### config.mk
export PLATFORM = sky130hd
export DESIGN_NAME = noc_port_tx
export DESIGN_NICKNAME = d
export VERILOG_FILES = /design/src/rtl/noc_pkg.sv /design/src/rtl/noc_fifo.sv /design/src/rtl/noc_port_tx.sv
export SDC_FILE = /design/constraint.sdc
export NUM_CORES = 2
export LEC_CHECK = 0
export CAP_MARGIN = 5
export CORE_ASPECT_RATIO = 0.75
export CORE_MARGIN = 1.5
export CORE_UTILIZATION = 25
export DETAILED_ROUTE_END_ITERATION = 12
export DONT_BUFFER_PORTS = 1
export PLACE_DENSITY_LB_ADDON = 0.08
export SYNTH_ARGS = -nofsm -noshare
export SYNTH_HDL_FRONTEND = slang
export SYNTH_HIERARCHICAL = 1
export SYNTH_SLANG_ARGS = --single-unit
### constraint.sdc
create_clock -name clk -period 11.2 [get_ports clk]
set_input_delay 2.24 -clock clk [delete_from_list [all_inputs] [get_ports clk]]
set_output_delay 2.24 -clock clk [all_outputs]
set_load 0.1 [all_outputs]
### src/rtl/noc_pkg.sv
// rtl/noc_pkg.sv - shared NoC flit layout, header field positions and tx FSM states
package noc_pkg;

  localparam int FLIT_W    = 128;
  localparam int COORD_W   = 16;
  localparam int LEN_W     = 3;

  localparam int DST_X_LSB = 48;
  localparam int DST_Y_LSB = 32;
  localparam int SRC_X_LSB = 16;
  localparam int SRC_Y_LSB = 0;
  localparam int LEN_LSB   = 64;

  typedef enum logic [1:0] {
    IDLE,
    REQ,
    SEND
  } tx_state_t;

  function automatic logic [LEN_W-1:0] flit_len(input logic [FLIT_W-1:0] f);
    return f[LEN_LSB +: LEN_W];
  endfunction

  function automatic logic [2*COORD_W-1:0] flit_dst(input logic [FLIT_W-1:0] f);
    return {f[DST_X_LSB +: COORD_W], f[DST_Y_LSB +: COORD_W]};
  endfunction

  // Only the source field changes; every other header bit passes through.
  function automatic logic [FLIT_W-1:0] stamp_src(input logic [FLIT_W-1:0] f,
                                                  input logic [COORD_W-1:0] x,
                                                  input logic [COORD_W-1:0] y);
    logic [FLIT_W-1:0] r;
    r = f;
    r[SRC_X_LSB +: COORD_W] = x;
    r[SRC_Y_LSB +: COORD_W] = y;
    return r;
  endfunction

endpackage

### src/rtl/noc_fifo.sv
// rtl/noc_fifo.sv - single-clock FIFO with head and next-head read ports
module noc_fifo #(
  parameter int WIDTH = 128,
  parameter int DEPTH = 8
) (
  input  logic                       clk,
  input  logic                       rst,
  input  logic                       push,
  input  logic [WIDTH-1:0]           wdata,
  input  logic                       pop,
  output logic [WIDTH-1:0]           rdata,
  output logic [WIDTH-1:0]           rdata_next,
  output logic                       full,
  output logic                       empty,
  output logic [$clog2(DEPTH):0]     count
);

  localparam int AW = $clog2(DEPTH);
  localparam int CW = AW + 1;

  logic [WIDTH-1:0] mem [DEPTH];
  logic [AW-1:0]    wr_ptr;
  logic [AW-1:0]    rd_ptr;
  logic [AW-1:0]    rd_ptr_next;
  logic             do_push;
  logic             do_pop;

  assign full        = (count == CW'(DEPTH));
  assign empty       = (count == '0);
  assign do_push     = push & ~full;
  assign do_pop      = pop & ~empty;
  assign rd_ptr_next = rd_ptr + 1'b1;
  assign rdata       = mem[rd_ptr];
  assign rdata_next  = mem[rd_ptr_next];

  always_ff @(posedge clk or posedge rst) begin
    if (rst) begin
      wr_ptr <= '0;
      rd_ptr <= '0;
      count  <= '0;
    end else begin
      if (do_push) wr_ptr <= wr_ptr + 1'b1;
      if (do_pop)  rd_ptr <= rd_ptr_next;
      case ({do_push, do_pop})
        2'b10:   count <= count + 1'b1;
        2'b01:   count <= count - 1'b1;
        default: count <= count;
      endcase
    end
  end

  // Storage is not reset; the pointers alone define what is valid.
  always_ff @(posedge clk) begin
    if (do_push) mem[wr_ptr] <= wdata;
  end

endmodule

### src/rtl/noc_port_tx.sv
// rtl/noc_port_tx.sv - local-injection transmitter feeding one switch input lane
module noc_port_tx
  import noc_pkg::*;
#(
  parameter int X     = 1,
  parameter int Y     = 1,
  parameter int DEPTH = 8
) (
  input  logic              clk,
  input  logic              rst,
  input  logic              in_valid,
  output logic              in_ready,
  input  logic [FLIT_W-1:0] in_data,
  output logic              have_data,
  input  logic              read_enable,
  output logic [FLIT_W-1:0] data_out,
  output logic              is_writing,
  output logic [3:0]        pkt_pending
);

  localparam int CW = $clog2(DEPTH) + 1;
  localparam logic [COORD_W-1:0] SRC_X = COORD_W'(X);
  localparam logic [COORD_W-1:0] SRC_Y = COORD_W'(Y);

  logic [LEN_W-1:0]  in_cnt;
  logic [LEN_W-1:0]  in_len;
  logic              is_hdr;
  logic              accept;
  logic              in_last;
  logic              last_q;
  logic [FLIT_W-1:0] wr_flit;

  logic [FLIT_W-1:0] head;
  logic [FLIT_W-1:0] head_next;
  logic              fifo_full;
  logic              fifo_empty;
  logic [CW-1:0]     fifo_count;

  tx_state_t         state;
  logic [LEN_W-1:0]  rem;
  logic              pop;
  logic              pkt_done;
  logic [3:0]        pend_next;

  assign in_ready = ~fifo_full;
  assign accept   = in_valid & in_ready;
  assign is_hdr   = (in_cnt == '0);
  assign in_last  = is_hdr ? (flit_len(in_data) == '0) : (in_cnt == in_len);
  assign wr_flit  = is_hdr ? stamp_src(in_data, SRC_X, SRC_Y) : in_data;

  noc_fifo #(
    .WIDTH (FLIT_W),
    .DEPTH (DEPTH)
  ) u_fifo (
    .clk        (clk),
    .rst        (rst),
    .push       (accept),
    .wdata      (wr_flit),
    .pop        (pop),
    .rdata      (head),
    .rdata_next (head_next),
    .full       (fifo_full),
    .empty      (fifo_empty),
    .count      (fifo_count)
  );

  // Packet position on the write side; in_cnt==0 means the next flit is a header.
  always_ff @(posedge clk or posedge rst) begin
    if (rst) begin
      in_cnt <= '0;
      in_len <= '0;
      last_q <= 1'b0;
    end else begin
      last_q <= accept & in_last;
      if (accept) begin
        if (in_last) begin
          in_cnt <= '0;
        end else begin
          in_cnt <= in_cnt + 1'b1;
          if (is_hdr) in_len <= flit_len(in_data);
        end
      end
    end
  end

  assign pop       = (state == SEND) & read_enable & (fifo_count != '0);
  assign pkt_done  = pop & (rem == '0);
  assign pend_next = pkt_pending + {3'b000, last_q} - {3'b000, pkt_done};

  // A packet counts as pending one edge after its last flit lands, so the
  // FSM only ever sees packets that are wholly inside the FIFO.
  always_ff @(posedge clk or posedge rst) begin
    if (rst) pkt_pending <= '0;
    else     pkt_pending <= pend_next;
  end

  always_ff @(posedge clk or posedge rst) begin
    if (rst) begin
      state      <= IDLE;
      rem        <= '0;
      have_data  <= 1'b0;
      is_writing <= 1'b0;
      data_out   <= '0;
    end else begin
      case (state)
        IDLE: begin
          is_writing <= 1'b0;
          if (pkt_pending != '0 && !fifo_empty) begin
            state     <= REQ;
            have_data <= 1'b1;
          end
        end
        REQ: begin
          have_data <= 1'b1;
          if (read_enable) begin
            state      <= SEND;
            rem        <= flit_len(head);
            data_out   <= head;
            is_writing <= 1'b1;
          end
        end
        SEND: begin
          if (pop) begin
            if (rem == '0) begin
              is_writing <= 1'b0;
              if (pend_next == '0) begin
                state     <= IDLE;
                have_data <= 1'b0;
              end else begin
                state <= REQ;
              end
            end else begin
              // The flit behind the one being popped becomes visible next cycle.
              rem        <= rem - 1'b1;
              data_out   <= head_next;
              is_writing <= 1'b1;
            end
          end else begin
            is_writing <= 1'b0;
          end
        end
        default: begin
          state      <= IDLE;
          have_data  <= 1'b0;
          is_writing <= 1'b0;
        end
      endcase
    end
  end

endmodule

[After elaboration in Yosys (flattened, before gate mapping)]
Memory sizes are Yosys's and may differ from the RTL's.
Index checks and enable logic that the tools add are counted.
Word-level totals
  flip-flop bits (word level): 156
  memories kept: 1
  bits of input ports: 132
  word-level logic and storage cells: 88
  output and inout bits: 135
  memory bits (writable): 1024
Memory list
  u_fifo.mem: words 8, bits a word 128, rd ports 2, clocked after Yosys merged registers in 0, wr ports 1, line noc_fifo.sv:21  | logic [WIDTH-1:0] mem [DEPTH];
Operators by class
  bitwise logic cells: 10
  reductions and logical operators: 16
  $add $sub $neg: 8
  multiplexer cells: 29
  equal/unequal tests: 12
Operators by type and width (count)
  128-bit two-way mux: 3
  128-bit one-hot mux with 2 select lines: 1
  32-bit two-way mux: 1
  3-bit two-way mux: 4
  4-bit AND reduction: 3
  1-bit two-way mux: 11
  3-bit by 1-bit adder with 3-bit output, second input constant: 3
  3-bit logical NOT: 3
  4-bit logical NOT: 2
  2-bit two-way mux: 4
  2-bit != test, second input constant: 4
  4-bit one-hot mux with 2 select lines: 1
  4-bit nonzero test: 2
  1-bit AND: 7
  2-bit one-hot mux with 3 select lines: 1
  3-bit one-hot mux with 2 select lines: 1
  4-bit by 1-bit adder with 4-bit output: 1
  4-bit by 1-bit adder with 4-bit output, second input constant: 1
  2-bit by 1-bit equality test with 1-bit output, second input constant: 2
  2-bit equality test, second input constant: 2
  4-bit equality test, second input constant: 1
  2-bit by 1-bit != test with 1-bit output, second input constant: 2
  2-bit nonzero test: 2
  4-bit by 1-bit subtractor with 4-bit output: 1
  other kinds (10): 12

[Depth between registers and ports, before layout]
  word-level depth: 10
  depth in mapped cells: 14
  depth with buffers taken out: 13

[Cells and area by module]
Netlist, hierarchy kept.
Modules (own cells, without submodules)
  noc_fifo: times used 1, sequential area each 30999.7 sq um, cells an instance 2004, area an instance 46747.3 sq um
  noc_port_tx: times used 1, sequential area each 3653.5 sq um, cells an instance 577, area an instance 8081.5 sq um

[Worst setup path before layout]
OpenSTA, ideal clock, no wires.
  path type: input-to-reg
  start point: input port in_valid
  end point: memory u_fifo.mem[1][0] (enable)
  data required time: 10.428 ns
  buffers on the path: 0
  cell stages on the path: 4
  data arrival time: 11.299 ns
  library setup time: 0.772 ns
  path slack: -0.870 ns
  cells stage by stage: nand2b_1 > inv_1 > nand3_1 > nor3_1
On the way
  word-level cells in the longest chain between the ends: 4
RTL lines
  start, declared: line noc_port_tx.sv:11  | input logic in_valid,
  1-bit AND: line noc_port_tx.sv:46  | assign accept = in_valid & in_ready;
  named net accept: line noc_port_tx.sv:28  | logic accept;
  1-bit AND: line noc_fifo.sv:30  | assign do_push = push & ~full;
  1-bit two-way mux: line noc_fifo.sv:54  | if (do_push) mem[wr_ptr] <= wdata;
  1-bit two-way mux (not written as such): line noc_fifo.sv:54
  end, declared: line noc_fifo.sv:21
The timed path passes the listed nets, and every way through them passes these cells.

[Final worst setup path]
  start point: register u_fifo.count[0]
  end point: output port in_ready
On the way
  word-level cells in the longest chain between the ends: 2
RTL lines
  start, declared: line noc_fifo.sv:15  | output logic [$clog2(DEPTH):0] count
  start signal, assigned: line noc_fifo.sv:45  | 2'b10: count <= count + 1'b1;
  start signal, assigned: line noc_fifo.sv:46  | 2'b01: count <= count - 1'b1;
  start signal, assigned: line noc_fifo.sv:47  | default: count <= count;
  4-bit equality test: line noc_fifo.sv:28  | assign full = (count == CW'(DEPTH));
  named net fifo_full: line noc_port_tx.sv:35  | logic fifo_full;
  1-bit NOT: line noc_port_tx.sv:45  | assign in_ready = ~fifo_full;
  end, declared: line noc_port_tx.sv:12  | output logic in_ready,
The timed path passes the listed nets, and every way through them passes these cells.

==> flow_summary.yaml <==
synthesis:
  synth_top_family_by_area: "multiplexers"
  synth_area_leader_cell: "edfxtp_1"
  yosysSeqAreaShare_pct: 63.20
  synthFlopType: "edfxtp_1"
  yosysTopAreaCellShare_pct: 56.08
  avgSynthCellArea_um2: 21.24
  yosysMostFrequentCell: "edfxtp_1"
  syn-cell-area_um2: 54830
  synth_area_leaders: "edfxtp_1 56%, mux4_2 21%, mux2_2 8.4%"
  synth_compound_area_share_pct: 0.4906
  synthesis.nets: 2733
  synth_common_cells: "1024 x edfxtp_1, 512 x mux4_2, 411 x mux2_2, 156 x dfrtp_1, 100 x mux2_4"
  yosys.area_share.xor_xnor_pct: 0.1917
  muxShareOfSynthArea_pct: 32.31
  yosysUniqueCellTypes: 49
  synth_async_sr_flop_share_pct: 13.22
  yosys.area_share.simple_pct: 1.020
  ys_seq_elements: 1180
  yosysWarnings: 6
  netlist_instances: 2581
  synth-edff-count: 1024
  synth-adder-area-share_pct: 0.4838
sta:
  fin_crit_sh_pct: 42.67
  relSlewSlack_pct: 19.14
  setup_violations: 0
  slew_violations: 0
  rsz0062_at_grt: "false"
  tightest_slew_ps: 1213
  clock_skew_ps: 50.27
  tns_ps: 0
  fmax_mhz: 209.3
  finalCriticalPeriod_ps: 4779
  hold_viol: 0
  setup_ws_ps: 6421
pwr:
  p_per_area_nw_per_um2: 334.9
  p_leak_nw: 19.92
  irDropWorstVdd_uv: 288.9
die:
  dieWidth_um: 543.8
  core_um2: 217400
  dieArea_um2: 222200
  start_util_pct: 25.22
  die_h_um: 408.6
  rows: 148
  io_pins: 267
detailed_routing:
  drt-initial-drc-count: 1590
  dr.pass1.iters: 4
  via_count: 26270
  postRouteAntennaNets: 0
  routedWlPerCell_um: 27.77
  vias_per_cell: 4.638
  drcViolationCount: 0
  wirelength_um: 157300
setup_path:
  cp.arrival_ps: 2540
  startpoint_type: "register"
  slowest_delay_ps: 700
  path_cells: "or4b_1 -> inv_1 -> inv_1"
  cpMostUsedCell: "inv_1"
  slowest_stage: "or4b_1"
  endpoint_kind: "output pin"
  critPathKind: "reg -> out"
  worst-path-max-fanout: 9
  reg2reg_depth: 6
  required_ps: 8960
placed_design:
  io_buffers: 0
  gp_congestion: 0.6973
  place_ws_ps: 5527
  post-dp-hpwl_um: 86590
clock_network:
  cts_buffer_depth: 4
  htreeDepth: 4
  holdBufCountCts: 0
  path_clk_slew_ps: 60
  cts_resized: 0
  clockRootBuffer: "clkbuf_16"
  cts.sinks: 1180
  cts_tree: "done"
  cts_setup_buffers: 0
  worst_skew_pair.late_latency_ps: 810
  cts_buffers: 149
worst_hold_path:
  worstHoldPathType: "reg -> reg"
  min_path_cells: 1
status:
  status: "complete, no violations"
cells_and_area:
  fin_nets: 2772
  area_growth_pct: 14.44
  layout-drive-gt1-share_pct: 48.32
  n_fill_cell: 21200
global_routing:
  grt_pass1_vias: 29550
  overflow: 0
  grt_first_pass_wirelength_um: 224800
  grt_max_degree: 150
  antenna_found_initial: 23
  grt_usage_pct: 14.16
flow_run:
  drv_cap: 0
==> sequential cells by signal, indices dropped and copies added (netlist names), 2 cells and up <==
register,count
pkt_pending,4
in_len,3
in_cnt,3
u_fifo/wr_ptr,3
state,2
u_fifo/count,4
u_fifo/mem,1024
rem,3
data_out,128
u_fifo/rd_ptr,3
==> power by group <==
part,switching (mW),internal [mW],leakage [nW],total (mW)
combinational,3.96,4.23,6.46,8.19
clock,1.88,2.80,2.32,4.68
sequential,2.37,5.78,11.2,8.14
==> layout make-up <==
cell class              count  area, um^2  area share, %
repair buffers             64       543.0         0.8654
inverters                  29       116.4         0.1855
well taps                2925        3660          5.833
flip-flops and latches   1180       34660          55.25
clock inverters            68       665.6          1.061
diodes                      8       20.02        0.03191
multi-input cells        1196       19030          30.33
clock buffers             193        4045          6.447
==> worst paths after layout <==
kind	start	to	slack (ps)
max	u_fifo/count[0]	in_ready	6420
max in group asynchronous	rst	data_out[47]	8260
min in group asynchronous	rst	u_fifo/count[0]	1330
min	rem[1]	rem[1]	520
max reg2reg	u_fifo/rd_ptr[1]	data_out[112]	6800
min reg2reg	rem[1]	rem[1]	520
==> worst max-delay path: cells and delay by family, from the launching register on <==
kind	cells	cell delay, ps
and+or+nand+nor	1	700
buffers and inverters	2	550
DFF	1	480
==> through the flow <==
stage	std cells	util, %	instance area (um^2)	hold slack [ps]	power [mW]
floorplan	2581	-	54840	480.6	14.42
global placement	5394	26.69	58010	495.5	16.63
detailed placement	5394	26.69	58010	505.1	16.71
CTS	5655	28.85	62730	518.7	21.55
global route	5657	28.85	62730	547.5	22.18
finish	5663	28.86	62750	520.8	21.01
==> cell families (layout without fill, tap and decap cells) <==
family          after synthesis  in the layout
flops                      1180           1180
mux                        1028           1028
buf+inv                     205            354
simple gates                100            100
compound gates               36             36
fa+ha+maj                    20             20
xor+xnor                     12             12
other cells                   0              8
==> placed cells by master (no fill, tap or decap), drive strengths merged, types with 2 or more instances in the layout <==
cell and instances:
a2111oi 2, a21oi 5, a22o 5, and2 30, buf 64, bufinv 11
clkbuf 193, clkinv 50, clkinvlp 3, dfrtp 156, diode 8, edfxtp 1024
fa 2, ha 18, inv 33, mux2 513, mux2i 3, mux4 512
nand2 19, nand2b 9, nand3 6, nand3b 2, nand4 5, nor2 13
nor3 4, nor3b 3, nor4 2, o21ai 11, o311ai 2, o31ai 3
or4 2, or4b 2, xnor2 10, xor2 2
==> per-layer routing <==
metal | up-vias | part of all wire (%) | global-route usage (%)
li1 | 11050 | - | -
met1 | 14480 | 42 | 17.64
met2 | 488 | 49 | 24.01
met3 | 242 | 6.2 | 4.024
met4 | 8 | 2.4 | 3.585
met5 | - | 0.034 | 0
(Power assumes the default switching activity.)
